`src/rtl/icache_axi_rd_bridge.sv`:
```
// icache_axi_rd_bridge
// Turns an instruction-cache read request into one AXI4 read burst. A cached
// request becomes a full-line INCR burst and an uncached request becomes a
// single beat. The beats are assembled in a line buffer, and the result is
// returned with a one-cycle ret_valid pulse.
//
// Ports
//   clk_g, reset                 clock, asynchronous active-high reset
//   rd_req/rd_uncache/rd_addr    cache request (held until rd_rdy)
//   rd_rdy                       combinational accept strobe
//   ret_valid/ret_data/bus_err   returned line, error qualified by ret_valid
//   ar*                          AXI4 read-address channel
//   r*                           AXI4 read-data channel (rid ignored)
//
// Build option
//   ICACHE_AXI_RRESP_CHECK_EN    when defined, a non-OKAY rresp on any beat
//                                sets bus_err for the returned line. When
//                                undefined, bus_err is tied low.

module icache_axi_rd_bridge #(
  parameter logic [3:0]  AXI_ID     = 4'd0,
  parameter int unsigned LINE_BEATS = 4
) (
  input  logic         clk_g,
  input  logic         reset,
  input  logic         rd_req,
  input  logic         rd_uncache,
  input  logic [31:0]  rd_addr,
  output logic         rd_rdy,
  output logic         ret_valid,
  output logic [127:0] ret_data,
  output logic         bus_err,
  output logic [3:0]   arid,
  output logic [31:0]  araddr,
  output logic [7:0]   arlen,
  output logic [2:0]   arsize,
  output logic [1:0]   arburst,
  output logic         arvalid,
  input  logic         arready,
  input  logic [3:0]   rid,
  input  logic [31:0]  rdata,
  input  logic [1:0]   rresp,
  input  logic         rlast,
  input  logic         rvalid,
  output logic         rready
);

  localparam int unsigned CNT_W    = $clog2(LINE_BEATS + 1);
  localparam logic [7:0]  LEN_LINE = 8'(LINE_BEATS - 1);

  localparam logic [1:0] IDLE = 2'd0;
  localparam logic [1:0] ADDR = 2'd1;
  localparam logic [1:0] DATA = 2'd2;
  localparam logic [1:0] RET  = 2'd3;

  logic [1:0]       state;
  logic [1:0]       state_nx;
  logic             accept;
  logic             beat;
  logic [CNT_W-1:0] beat_cnt;
  logic             err_flag;
  logic             err_nx;

  // Gate rd_rdy with reset: the reset state is IDLE, but no request may be
  // accepted while reset is held.
  assign rd_rdy  = !reset && (state == IDLE) && rd_req;

  assign arid    = AXI_ID;
  assign arsize  = 3'b010;
  assign arburst = 2'b01;

  // Next-state logic. rlast alone ends the burst, and the beat count is
  // never used to decide completion.
  always_comb begin
    state_nx = state;
    accept   = 1'b0;
    beat     = 1'b0;
    case (state)
      IDLE: begin
        if (rd_req) begin
          accept   = 1'b1;
          state_nx = ADDR;
        end
      end
      ADDR: begin
        if (arready) state_nx = DATA;
      end
      DATA: begin
        if (rvalid) begin
          beat = 1'b1;
          if (rlast) state_nx = RET;
        end
      end
      RET:     state_nx = IDLE;
      default: state_nx = IDLE;
    endcase
  end

`ifdef ICACHE_AXI_RRESP_CHECK_EN
  // Sticky error: cleared on accept, set by any non-OKAY beat.
  assign err_nx = accept ? 1'b0 : (err_flag | (beat && (rresp != 2'b00)));
`else
  assign err_nx = 1'b0;
`endif

  // State, handshake outputs and datapath. The handshake outputs are
  // registered copies of the next-state decode.
  always_ff @(posedge clk_g or posedge reset) begin
    if (reset) begin
      state     <= IDLE;
      arvalid   <= 1'b0;
      rready    <= 1'b0;
      ret_valid <= 1'b0;
      bus_err   <= 1'b0;
      err_flag  <= 1'b0;
      ret_data  <= '0;
      araddr    <= '0;
      arlen     <= '0;
      beat_cnt  <= '0;
    end else begin
      state     <= state_nx;
      arvalid   <= (state_nx == ADDR);
      rready    <= (state_nx == DATA);
      ret_valid <= (state_nx == RET);
      err_flag  <= err_nx;
      bus_err   <= (state_nx == RET) && err_nx;
      if (accept) begin
        araddr   <= rd_addr;
        arlen    <= rd_uncache ? 8'd0 : LEN_LINE;
        beat_cnt <= '0;
      end
      if (beat) begin
        ret_data <= {rdata, ret_data[127:32]};
        if (beat_cnt != CNT_W'(LINE_BEATS)) beat_cnt <= beat_cnt + CNT_W'(1);
      end
    end
  end

  // The beat counter is kept for observability only. rid is not used by
  // the bridge, and rresp and err_flag are dead when error checking is
  // compiled out.
  logic unused_ok;
  assign unused_ok = ^{rid, rresp, err_flag, beat_cnt};

endmodule

```
`config.mk`:
```
export PLATFORM = sky130hd
export DESIGN_NAME = icache_axi_rd_bridge
export DESIGN_NICKNAME = d
export VERILOG_FILES = /design/src/rtl/icache_axi_rd_bridge.sv
export SDC_FILE = /design/constraint.sdc
export NUM_CORES = 1
export LEC_CHECK = 0
export BUFFER_PORTS_ARGS = -buffer_cell sky130_fd_sc_hd__buf_2
export CAP_MARGIN = 0
export CORE_ASPECT_RATIO = 1.5
export CORE_MARGIN = 3
export CORE_UTILIZATION = 52
export DETAILED_ROUTE_END_ITERATION = 6
export PLACE_DENSITY = 0.89
export SETUP_SLACK_MARGIN = 0.3
export SYNTH_ARGS = -nofsm -noshare
export SYNTH_HDL_FRONTEND = slang
export SYNTH_SLANG_ARGS = --single-unit
```
`constraint.sdc`:
```
create_clock -name clk_g -period 11 [get_ports clk_g]
set_clock_uncertainty 0.15 [all_clocks]
set_input_delay 1.65 -clock clk_g [delete_from_list [all_inputs] [get_ports clk_g]]
set_output_delay 1.65 -clock clk_g [all_outputs]
set_load 0.02 [all_outputs]
```
==> insert_results.sql <==
INSERT INTO impl_metrics (metric_group, metric, value, unit) VALUES
('place', 'place.gp.congestion', '0.8137', ''),
('sta', 'maxSlewViolCount', '0', ''),
('clock_network', 'cts_hold_buffers', '0', ''),
('setup_path', 'kind_of_cell_adding_the_most_delay_to_the_critical_path', 'simple AND/OR/NAND/NOR gates', ''),
('place', 'hpwlAfterDp', '9866', 'um'),
('route', 'routed_wire_length_per_instance', '17.13', 'um'),
('clock_network', 'clk_root_buffer_cell', 'sky130_fd_sc_hd__clkbuf_16', ''),
('die', 'die_width', '97.34', 'um'),
('grt', 'wire_length_of_the_first_global_routing_pass', '21380', 'um'),
('route', 'detailroute.via_count', '3957', ''),
('sta', 'max_slew_margin', '33.30', '%'),
('logic_synthesis', 'synth_area', '6507', 'um^2'),
('logic_synthesis', 'ys_types', '19', ''),
('clock_network', 'tritoncts', 'built', ''),
('layout', 'drive_gt1_share', '69.05', '%'),
('power', 'power_per_cell_area', '351.7', 'nW/um^2'),
('setup_path', 'crit_path_cell_trace', 'buf_2 -> or3b_2 -> buf_4 -> nor2_1 -> buf_2', ''),
('setup_path', 'setup.worst_path.start_class', 'input port', ''),
('die', 'dieHeight', '143.0', 'um'),
('sta', 'fin_tns_setup', '0', 'ns'),
('route', 'post_drt_via_cell_ratio', '5.054', ''),
('die', 'placeableCoreArea', '12140', 'um^2'),
('clock_network', 'clkLatencyLatePin', '0.41', 'ns'),
('sta', 'period_minus_slack', '4.641', 'ns'),
('layout', 'layout.nets', '694', ''),
('sta', 'finalSetupViolCount', '0', ''),
('clock_network', 'cts.reportedPaths.clkPinSlew', '0.06', 'ns'),
('setup_path', 'crit_top_cell', 'sky130_fd_sc_hd__buf_2', ''),
('job', 'max_cap_check_violation_count', '0', ''),
('logic_synthesis', 'flip_flop_and_latch_count_after_synthesis', '166', ''),
('route', 'dr.first_iter.drc_count', '54', ''),
('die', 'starting_utilization_of_the_core_area', '53.61', '%'),
('sta', 'tightest_slew', '1.000', 'ns'),
('setup_path', 'buffers_inverters_on_critical_path', '3', ''),
('setup_path', 'timing.critical_path.to_type', 'output pin', ''),
('route', 'post-route-drc-count', '0', ''),
('power', 'net_load_switching_power', '1.125', 'mW'),
('sta', 'postLayoutSetupSlackWorst', '6.359', 'ns'),
('grt', 'track_usage', '19.36', '%'),
('clock_network', 'cts_inserted_buffers', '17', ''),
('layout', 'synthToLayoutAreaGrowth', '25.73', '%'),
('die', 'floorplan.io_pins', '259', ''),
('setup_path', 'critical_path_peak_fanout', '35', ''),
('grt', 'number_of_global_route_vias_before_repair', '4149', ''),
('logic_synthesis', 'yosysSeqAreaShare', '63.83', '%'),
('sta', 'hold_viol', '0', ''),
('sta', 'final_min_period_over_clock_period', '42.19', '%'),
('sta', 'rsz0062_at_grt', 'false', ''),
('clock_network', 'clkSinkCount', '166', ''),
('status', 'run_status', 'finished, final reports clean', ''),
('power', 'power_switching_share', '39.09', '%'),
('setup_path', 'worst_ep_arrival_time', '2.84', 'ns'),
('setup_path', 'crit_path_top_delay_cell', 'sky130_fd_sc_hd__or3b_2', ''),
('place', 'dpl_worst_slack', '6.366', 'ns'),
('grt', 'grt-ovfl-total', '0', ''),
('setup_path', 'max_stage_delay', '0.44', 'ns'),
('min_path', 'hold_path_class', 'register to register', ''),
('route', 'drt_wl_total', '13410', 'um'),
('route', 'drt_first_pass_iters', '4', ''),
('clock_network', 'post-cts-setup-buffer-count', '0', ''),
('grt', 'grt_antenna_before_repair', '2', ''),
('grt', 'grt_max_degree', '85', ''),
('die', 'die_area', '13920', 'um^2'),
('route', 'route.antenna.remaining_nets', '0', ''),
('power', 'internal-power', '1.753', 'mW'),
('logic_synthesis', 'netlist_instances', '380', ''),
('die', 'core.rowCount', '49', ''),
('sta', 'clock.fmax', '0.2155', 'GHz'),
('place', 'io_buffers', '236', ''),
('clock_network', 'cts_max_path_bufs', '2', ''),
('setup_path', 'type_of_the_worst_setup_path', 'input port to output pin', ''),
('power', 'comb_power_share', '42.4', '%'),
('power', 'power.sequential.fraction', '38.3', '%'),
('layout', 'diodes', '0', ''),
('power', 'p_leak', '4.241', 'nW'),
('power', 'clock_power_share', '19.3', '%'),
('clock_network', 'h-tree-depth', '4', ''),
('clock_network', 'post_cts_resized', '0', ''),
('power', 'highest_ir_drop_seen_on_vdd', '0.1749', 'mV'),
('logic_synthesis', 'ys.warnings.count', '0', ''),
('logic_synthesis', 'synth.avg_cell_area', '17.12', 'um^2'),
('setup_path', 'cp.required', '9.20', 'ns');
[registers in the layout, indices dropped and copies added, names as in the netlist]
signal	cells
ret_data	128
araddr	32
state	2
arlen	1
arvalid	1
ret_valid	1
rready	1
[layout make-up]
| type | count | area [um^2] |
|---|---|---|
| Sequential cell | 166 | 4154 |
| Fill cell | 898 | 3958 |
| Multi-Input combinational cell | 192 | 2058 |
| Timing Repair Buffer | 239 | 1204 |
| Clock buffer | 19 | 452.9 |
| Tap cell | 153 | 191.4 |
| Clock inverter | 13 | 112.6 |
| Inverter | 1 | 8.758 |
[path summary, 6_finish.rpt]
kind | from | to | slack, ns | cells after the start
worst max-delay path | rd_req | rd_rdy | 6.36 | 5
worst min-delay path | state[1] | arvalid | 0.34 | 1
worst max register to register | state[0] | ret_data[72] | 8.23 | 4
worst min register to register | state[1] | arvalid | 0.34 | 1
max in group asynchronous | reset | ret_data[75] | 7.95 | 3
min in group asynchronous | reset | rready | 1.20 | 2
[logic make-up after synthesis]
group                  synth area share, %
AND/OR/NAND/NOR                      1.192
AO/OA/AOI/OAI                       0.1537
multiplexers                         29.24
buffers and inverters                5.460
flip-flops                           63.83
other                               0.1154
[power groups by stage]
stage	registers [mW]	logic, mW	clock network (mW)
after floorplan	1.46	0.481	0
after global placement	1.08	1.19	0
after detailed placement	1.11	1.23	0
after CTS	1.11	1.24	0.571
after global routing	1.15	1.29	0.595
final	1.10	1.22	0.555
[Yosys cell counts]
| library cell | instances | area [um^2] |
|---|---|---|
| sky130_fd_sc_hd__inv_1 | 1 | 3.750 |
| sky130_fd_sc_hd__buf_12 | 2 | 40.04 |
| sky130_fd_sc_hd__buf_4 | 17 | 127.6 |
| sky130_fd_sc_hd__and3_1 | 1 | 6.260 |
| sky130_fd_sc_hd__conb_1 | 2 | 7.510 |
| sky130_fd_sc_hd__dfrtp_1 | 166 | 4154 |
| sky130_fd_sc_hd__mux2_4 | 27 | 405.4 |
| sky130_fd_sc_hd__nand2b_1 | 3 | 18.77 |
| sky130_fd_sc_hd__or2_2 | 1 | 6.260 |
| sky130_fd_sc_hd__nand3b_1 | 1 | 7.510 |
| sky130_fd_sc_hd__nand2_1 | 5 | 18.77 |
| sky130_fd_sc_hd__buf_8 | 1 | 15.01 |
| sky130_fd_sc_hd__o21ai_0 | 1 | 5.000 |
| sky130_fd_sc_hd__or3b_1 | 1 | 8.760 |
| sky130_fd_sc_hd__nor2_1 | 1 | 3.750 |
| sky130_fd_sc_hd__mux2_2 | 133 | 1498 |
| sky130_fd_sc_hd__a21oi_1 | 1 | 5.000 |
| sky130_fd_sc_hd__and2b_1 | 1 | 7.510 |
| sky130_fd_sc_hd__buf_6 | 15 | 168.9 |
[placed cells by master (no fill, tap or decap)]
cell,Yosys,layout
sky130_fd_sc_hd__clkbuf_16,0,17
sky130_fd_sc_hd__or2_2,1,1
sky130_fd_sc_hd__inv_6,0,4
sky130_fd_sc_hd__nand2_1,5,4
sky130_fd_sc_hd__clkbuf_8,0,2
sky130_fd_sc_hd__nand2_4,0,1
sky130_fd_sc_hd__mux2_2,133,133
sky130_fd_sc_hd__a21oi_1,1,1
sky130_fd_sc_hd__conb_1,2,16
sky130_fd_sc_hd__and3_1,1,1
sky130_fd_sc_hd__clkinvlp_4,0,4
sky130_fd_sc_hd__clkinv_2,0,1
sky130_fd_sc_hd__o21ai_0,1,1
sky130_fd_sc_hd__mux2_4,27,27
sky130_fd_sc_hd__or3b_2,0,1
sky130_fd_sc_hd__dfrtp_1,166,166
sky130_fd_sc_hd__nand3b_1,1,1
sky130_fd_sc_hd__clkinv_4,0,2
sky130_fd_sc_hd__nor2_1,1,1
sky130_fd_sc_hd__and2b_1,1,1
sky130_fd_sc_hd__nand2b_1,3,3
sky130_fd_sc_hd__buf_2,0,236
sky130_fd_sc_hd__inv_8,0,3
sky130_fd_sc_hd__buf_4,17,3
[per-layer routing]
metal	GRT usage (%)	vias up	share of wire [%]
li1	-	1773	-
met5	0	-	0.19
met1	21.10	1971	34
met4	8.388	4	2.3
met2	34.83	182	55
met3	6.061	27	7.5
[metrics by stage]
stage	instances	hold slack, ns	total power, mW	instance area (um^2)	util (%)
final	783	0.3429	2.878	8182	67.40
after global routing	783	0.3651	3.035	8182	67.40
after CTS	783	0.3478	2.916	8182	67.40
after detailed placement	751	0.3370	2.346	7616	62.74
after global placement	751	0.2977	2.278	7616	62.74
after floorplan	394	0.2803	1.936	6560	-
(Power assumes the default switching activity.)
